File: src/rtl/reg_file_sb.sv
// Multi-port register file with byte enables, optional write-to-read
// forwarding and a per-register busy scoreboard with population count.
module reg_file_sb #(
  parameter int DATA_W = 16,
  parameter int ADDR_W = 3,
  parameter int BYPASS = 1
) (
  input  logic                  clk,
  input  logic                  rst,
  input  logic [ADDR_W-1:0]     rd_addr_0,
  input  logic [ADDR_W-1:0]     rd_addr_1,
  output logic [DATA_W-1:0]     rd_data_0,
  output logic [DATA_W-1:0]     rd_data_1,
  output logic                  rd_busy_0,
  output logic                  rd_busy_1,
  input  logic                  we_0,
  input  logic                  we_1,
  input  logic [ADDR_W-1:0]     wa_0,
  input  logic [ADDR_W-1:0]     wa_1,
  input  logic [DATA_W-1:0]     wd_0,
  input  logic [DATA_W-1:0]     wd_1,
  input  logic [DATA_W/8-1:0]   be_0,
  input  logic [DATA_W/8-1:0]   be_1,
  input  logic                  sb_set,
  input  logic [ADDR_W-1:0]     sb_addr,
  output logic                  busy_any,
  output logic [ADDR_W:0]       busy_cnt
);

  localparam int DEPTH = 1 << ADDR_W;
  localparam int NB    = DATA_W / 8;

  logic [DATA_W-1:0] r_mem [DEPTH];
  logic [DEPTH-1:0]  r_busy;
  logic [DEPTH-1:0]  w_busy_nxt;
  logic [ADDR_W:0]   r_cnt;
  logic [ADDR_W:0]   w_cnt_nxt;
  logic              r_any;

  // A new producer outranks a write that retires the old one.
  always_comb begin
    w_busy_nxt = r_busy;
    w_cnt_nxt  = '0;
    for (int a = 0; a < DEPTH; a++) begin
      if (we_0 && wa_0 == ADDR_W'(a))
        w_busy_nxt[a] = 1'b0;
      if (we_1 && wa_1 == ADDR_W'(a))
        w_busy_nxt[a] = 1'b0;
      if (sb_set && sb_addr == ADDR_W'(a))
        w_busy_nxt[a] = 1'b1;
      w_cnt_nxt = w_cnt_nxt + (ADDR_W+1)'(w_busy_nxt[a]);
    end
  end

  always_ff @(posedge clk or posedge rst) begin
    if (rst) begin
      r_busy <= '0;
      r_cnt  <= '0;
      r_any  <= 1'b0;
    end else begin
      r_busy <= w_busy_nxt;
      r_cnt  <= w_cnt_nxt;
      r_any  <= |w_busy_nxt;
    end
  end

  // Port 1 owns any byte it enables on an address collision.
  always_ff @(posedge clk or posedge rst) begin
    if (rst) begin
      for (int a = 0; a < DEPTH; a++)
        r_mem[a] <= '0;
    end else begin
      for (int a = 0; a < DEPTH; a++) begin
        for (int b = 0; b < NB; b++) begin
          if (we_1 && wa_1 == ADDR_W'(a) && be_1[b])
            r_mem[a][8*b +: 8] <= wd_1[8*b +: 8];
          else if (we_0 && wa_0 == ADDR_W'(a) && be_0[b])
            r_mem[a][8*b +: 8] <= wd_0[8*b +: 8];
        end
      end
    end
  end

  function automatic logic [DATA_W-1:0] f_read(
    input logic [ADDR_W-1:0] ra
  );
    logic [DATA_W-1:0] v;
    v = r_mem[ra];
    if (BYPASS != 0) begin
      for (int b = 0; b < NB; b++) begin
        if (we_1 && wa_1 == ra && be_1[b])
          v[8*b +: 8] = wd_1[8*b +: 8];
        else if (we_0 && wa_0 == ra && be_0[b])
          v[8*b +: 8] = wd_0[8*b +: 8];
      end
    end
    return v;
  endfunction

  always_comb begin
    rd_data_0 = f_read(rd_addr_0);
    rd_data_1 = f_read(rd_addr_1);
  end

  assign rd_busy_0 = r_busy[rd_addr_0];
  assign rd_busy_1 = r_busy[rd_addr_1];
  assign busy_cnt  = r_cnt;
  assign busy_any  = r_any;

endmodule

File: config.mk
export PLATFORM = sky130hd
export DESIGN_NAME = reg_file_sb
export DESIGN_NICKNAME = d
export VERILOG_FILES = /design/src/rtl/reg_file_sb.sv
export SDC_FILE = /design/constraint.sdc
export NUM_CORES = 1
export LEC_CHECK = 0
export CAP_MARGIN = 20
export CORE_ASPECT_RATIO = 0.6
export CORE_MARGIN = 2
export CORE_UTILIZATION = 45
export CTS_CLUSTER_DIAMETER = 50
export DETAILED_ROUTE_END_ITERATION = 10
export PLACE_DENSITY_LB_ADDON = 0.2
export SETUP_SLACK_MARGIN = 0.3
export SYNTH_ARGS = -nofsm -noshare
export SYNTH_HDL_FRONTEND = slang
export SYNTH_SLANG_ARGS = --single-unit
File: constraint.sdc
create_clock -name clk -period 8.7 [get_ports clk]
set_clock_uncertainty 0.05 [all_clocks]
set_input_delay 1.74 -clock clk [delete_from_list [all_inputs] [get_ports clk]]
set_output_delay 1.74 -clock clk [all_outputs]
set_load 0.1 [all_outputs]
==> metrics.yaml <==
ys_types: 45
max_stage_delay_ns: 1.08
drc: 0
hpwl_mm: 21.31
setup_tns_ns: 0
cts_tree: "built"
ys.flop_type: "dfrtp_1"
coreArea_um2: 21290
overflow: 0
synth_top_family_by_area: "multiplexers"
syn_nets: 1005
clkLatencyLatePin_ns: 0.43
syn_area_um2: 9879
yosys.area_share.simple_pct: 11.51
io_pins: 95
ir_worst_vdd_uv: 149.5
gp_congestion: 0.8945
num_antenna_cells: 0
cts.clk_slew.worst_paths_ns: 0.06
grt_pass1_vias: 7431
setup.worst_path.end_class: "primary output"
synth_compound_area_share_pct: 9.131
io_buffers: 94
crit_chain: "clkdlybuf4s50_1 > buf_4 > mux4_2 > mux2_2 > clkdlybuf4s50_1"
synth-seq-cells: 141
rsz0062_at_grt: "no"
die_area_um2: 23190
fin_crit_sh_pct: 74.98
min_period_ns: 6.524
setup_slack_ns: 2.176
rows: 41
crit_arrival_ns: 4.73
ys_seq_area_share_pct: 35.71
htree_levels: 4
synth_top_cell_area_share_pct: 35.71
final_nets: 1040
synth_mux_area_share_pct: 35.59
worstSetupPathType: "in -> out"
required_ns: 6.91
cts_buffers: 17
cp_common_cell: "clkdlybuf4s50_1"
critPathLaunchType: "input pin"
grt_max_degree: 74
setup_viol: 0
slew_headroom_pct: 34.26
postSynthCellCount: 941
grt_pass1_wl_mm: 46.35
routed_wl_mm: 30.25
drt_pass1_iterations: 5
synth_area_leaders: "dfrtp_1, mux2i_1, mux4_2"
cts.sinks: 141
vias_per_cell: 6.089
drive_gt1_share_pct: 19.62
hold_class: "reg -> reg"
die_x_um: 195.3
synth_adder_area_share_pct: 1.317
fmax_ghz: 0.1533
cts_hold_buf: 0
drv_slew: 0
yosysTopAreaCell: "dfrtp_1"
leakage_uw: 0.005158
start_util_pct: 46.41
fin_hold_ws_ns: 0.5474
post-place-ws_ns: 2.198
crit_slowest_cell: "clkdlybuf4s50_1"
root_buffer: "clkbuf_16"
post_cts_buffers: 0
run_status: "finished, final reports clean"
die_h_um: 118.8
cts.path.max_buffers: 2
area_delta_synth_final_pct: 14.18
fillerInstances: 1882
avgSynthCellArea_um2: 10.50
synth-xor-area-share_pct: 1.380
max-cap-violations: 0
antenna_left: 0
antenna_found_initial: 0
yosysWarnings: 0
cp_max_fo: 14
wl_per_cell_um: 23.86
synth_edf_count: 0
cellPowerDensity_nw_per_um2: 260.5
ctsResizeCount: 0
num_vias: 7721
synthArstFlopShare_pct: 100.0
tightest_slew_ns: 0.9831
grt_usage_pct: 27.02
hold_violations: 0
drtIter0Drc: 780
Yosys cell counts, types with 4 or more instances:
cell type,instances
a21oi_1,82
and3_1,4
and4_1,4
and4b_1,4
buf_2,38
buf_4,5
buf_6,7
clkbuf_1,35
dfrtp_1,141
fa_1,4
ha_1,4
inv_1,20
mux2_2,34
mux2i_1,160
mux4_2,68
nand2_1,106
nand3_1,8
nor2_1,83
nor2b_1,4
nor4_2,4
nor4_4,4
o21ai_0,44
o21ai_1,36
xor2_1,9
placed cells by master, fill, tap and decap left out, types with 3 or more instances in the layout:
| cell | count |
|---|---|
| a21oi_1 | 82 |
| and3_1 | 4 |
| and4_1 | 4 |
| and4b_1 | 4 |
| buf_2 | 4 |
| buf_4 | 43 |
| clkbuf_16 | 17 |
| clkdlybuf4s50_1 | 58 |
| clkinv_2 | 5 |
| dfrtp_1 | 141 |
| fa_1 | 4 |
| ha_1 | 4 |
| inv_1 | 19 |
| mux2_2 | 34 |
| mux2i_1 | 160 |
| mux4_2 | 68 |
| nand2_1 | 106 |
| nand3_1 | 8 |
| nand4_1 | 3 |
| nor2_1 | 83 |
| nor2b_1 | 4 |
| nor4_2 | 4 |
| nor4_4 | 4 |
| o21ai_0 | 44 |
| o21ai_1 | 36 |
| o32a_1 | 3 |
| xor2_1 | 9 |
| xor2_2 | 3 |
critical path: cells and delay by family:
| kind | cells | cell delay [ns] |
|---|---|---|
| buf+inv | 3 | 2.39 |
| mux | 2 | 0.59 |
final cells by class:
class                      count  area, µm²  share of cell area, %
multi-input combinational    691       5822                  51.61
sequential                   141       3528                  31.28
timing repair buffer         105      923.4                  8.185
clock buffer                  21      460.4                  4.082
tap                          279      349.1                  3.095
clock inverter                11      117.6                  1.043
inverter                      20      80.08                 0.7099
report_power, final:
group          total (µW)  switching, µW  internal [µW]
logic                1250            792            454
clock network         733            298            435
registers             960            134            826
total                2940           1220           1710
cell families (layout without fill, tap and decap cells):
kind of cell	Yosys count	count (layout)
muxes	262	262
and+or+nand+nor	236	236
AOI/OAI and AO/OA	172	172
DFF	141	141
buffers and inverters	109	157
xor gates and xnor gates	13	13
adders and majority gates	8	8
sequential cells by signal (all words and copies together), names as in the netlist:
register  count
r_mem       128
r_busy        8
busy_cnt      4
busy_any      1
metal layers:
| metal | global-route usage, % | up-vias | share of wire, % |
|---|---|---|---|
| met3 | 8.134 | 42 | 10 |
| met2 | 36.29 | 404 | 41 |
| met5 | 0 | - | 0 |
| met4 | 6.775 | 0 | 1.4 |
| li1 | - | 3473 | - |
| met1 | 41.83 | 3802 | 47 |
through the flow:
stage               cell area, µm²  total power (µW)  instances  util, %
finish                       11280              2939       1268    52.99
CTS                          11280              2939       1268    52.99
detailed placement           10700              2206       1236    50.27
global placement             10700              2186       1236    50.27
floorplan                     9879              1916        941        -
global route                 11280              3072       1268    52.99
final timing paths:
check                              from     endpoint  slack [ns]  cells after the start
setup / recovery           rd_addr_1[1]    rd_busy_1        2.18                      5
hold / removal               r_mem[103]   r_mem[103]        0.55                      2
setup reg to reg              r_busy[3]  busy_cnt[2]        5.37                     12
hold reg to reg              r_mem[103]   r_mem[103]        0.55                      2
max in group asynchronous           rst    r_mem[31]        5.43                      3
min in group asynchronous           rst  busy_cnt[0]        1.75                      2
No activity file was read; power rests on OpenSTA's default activity.
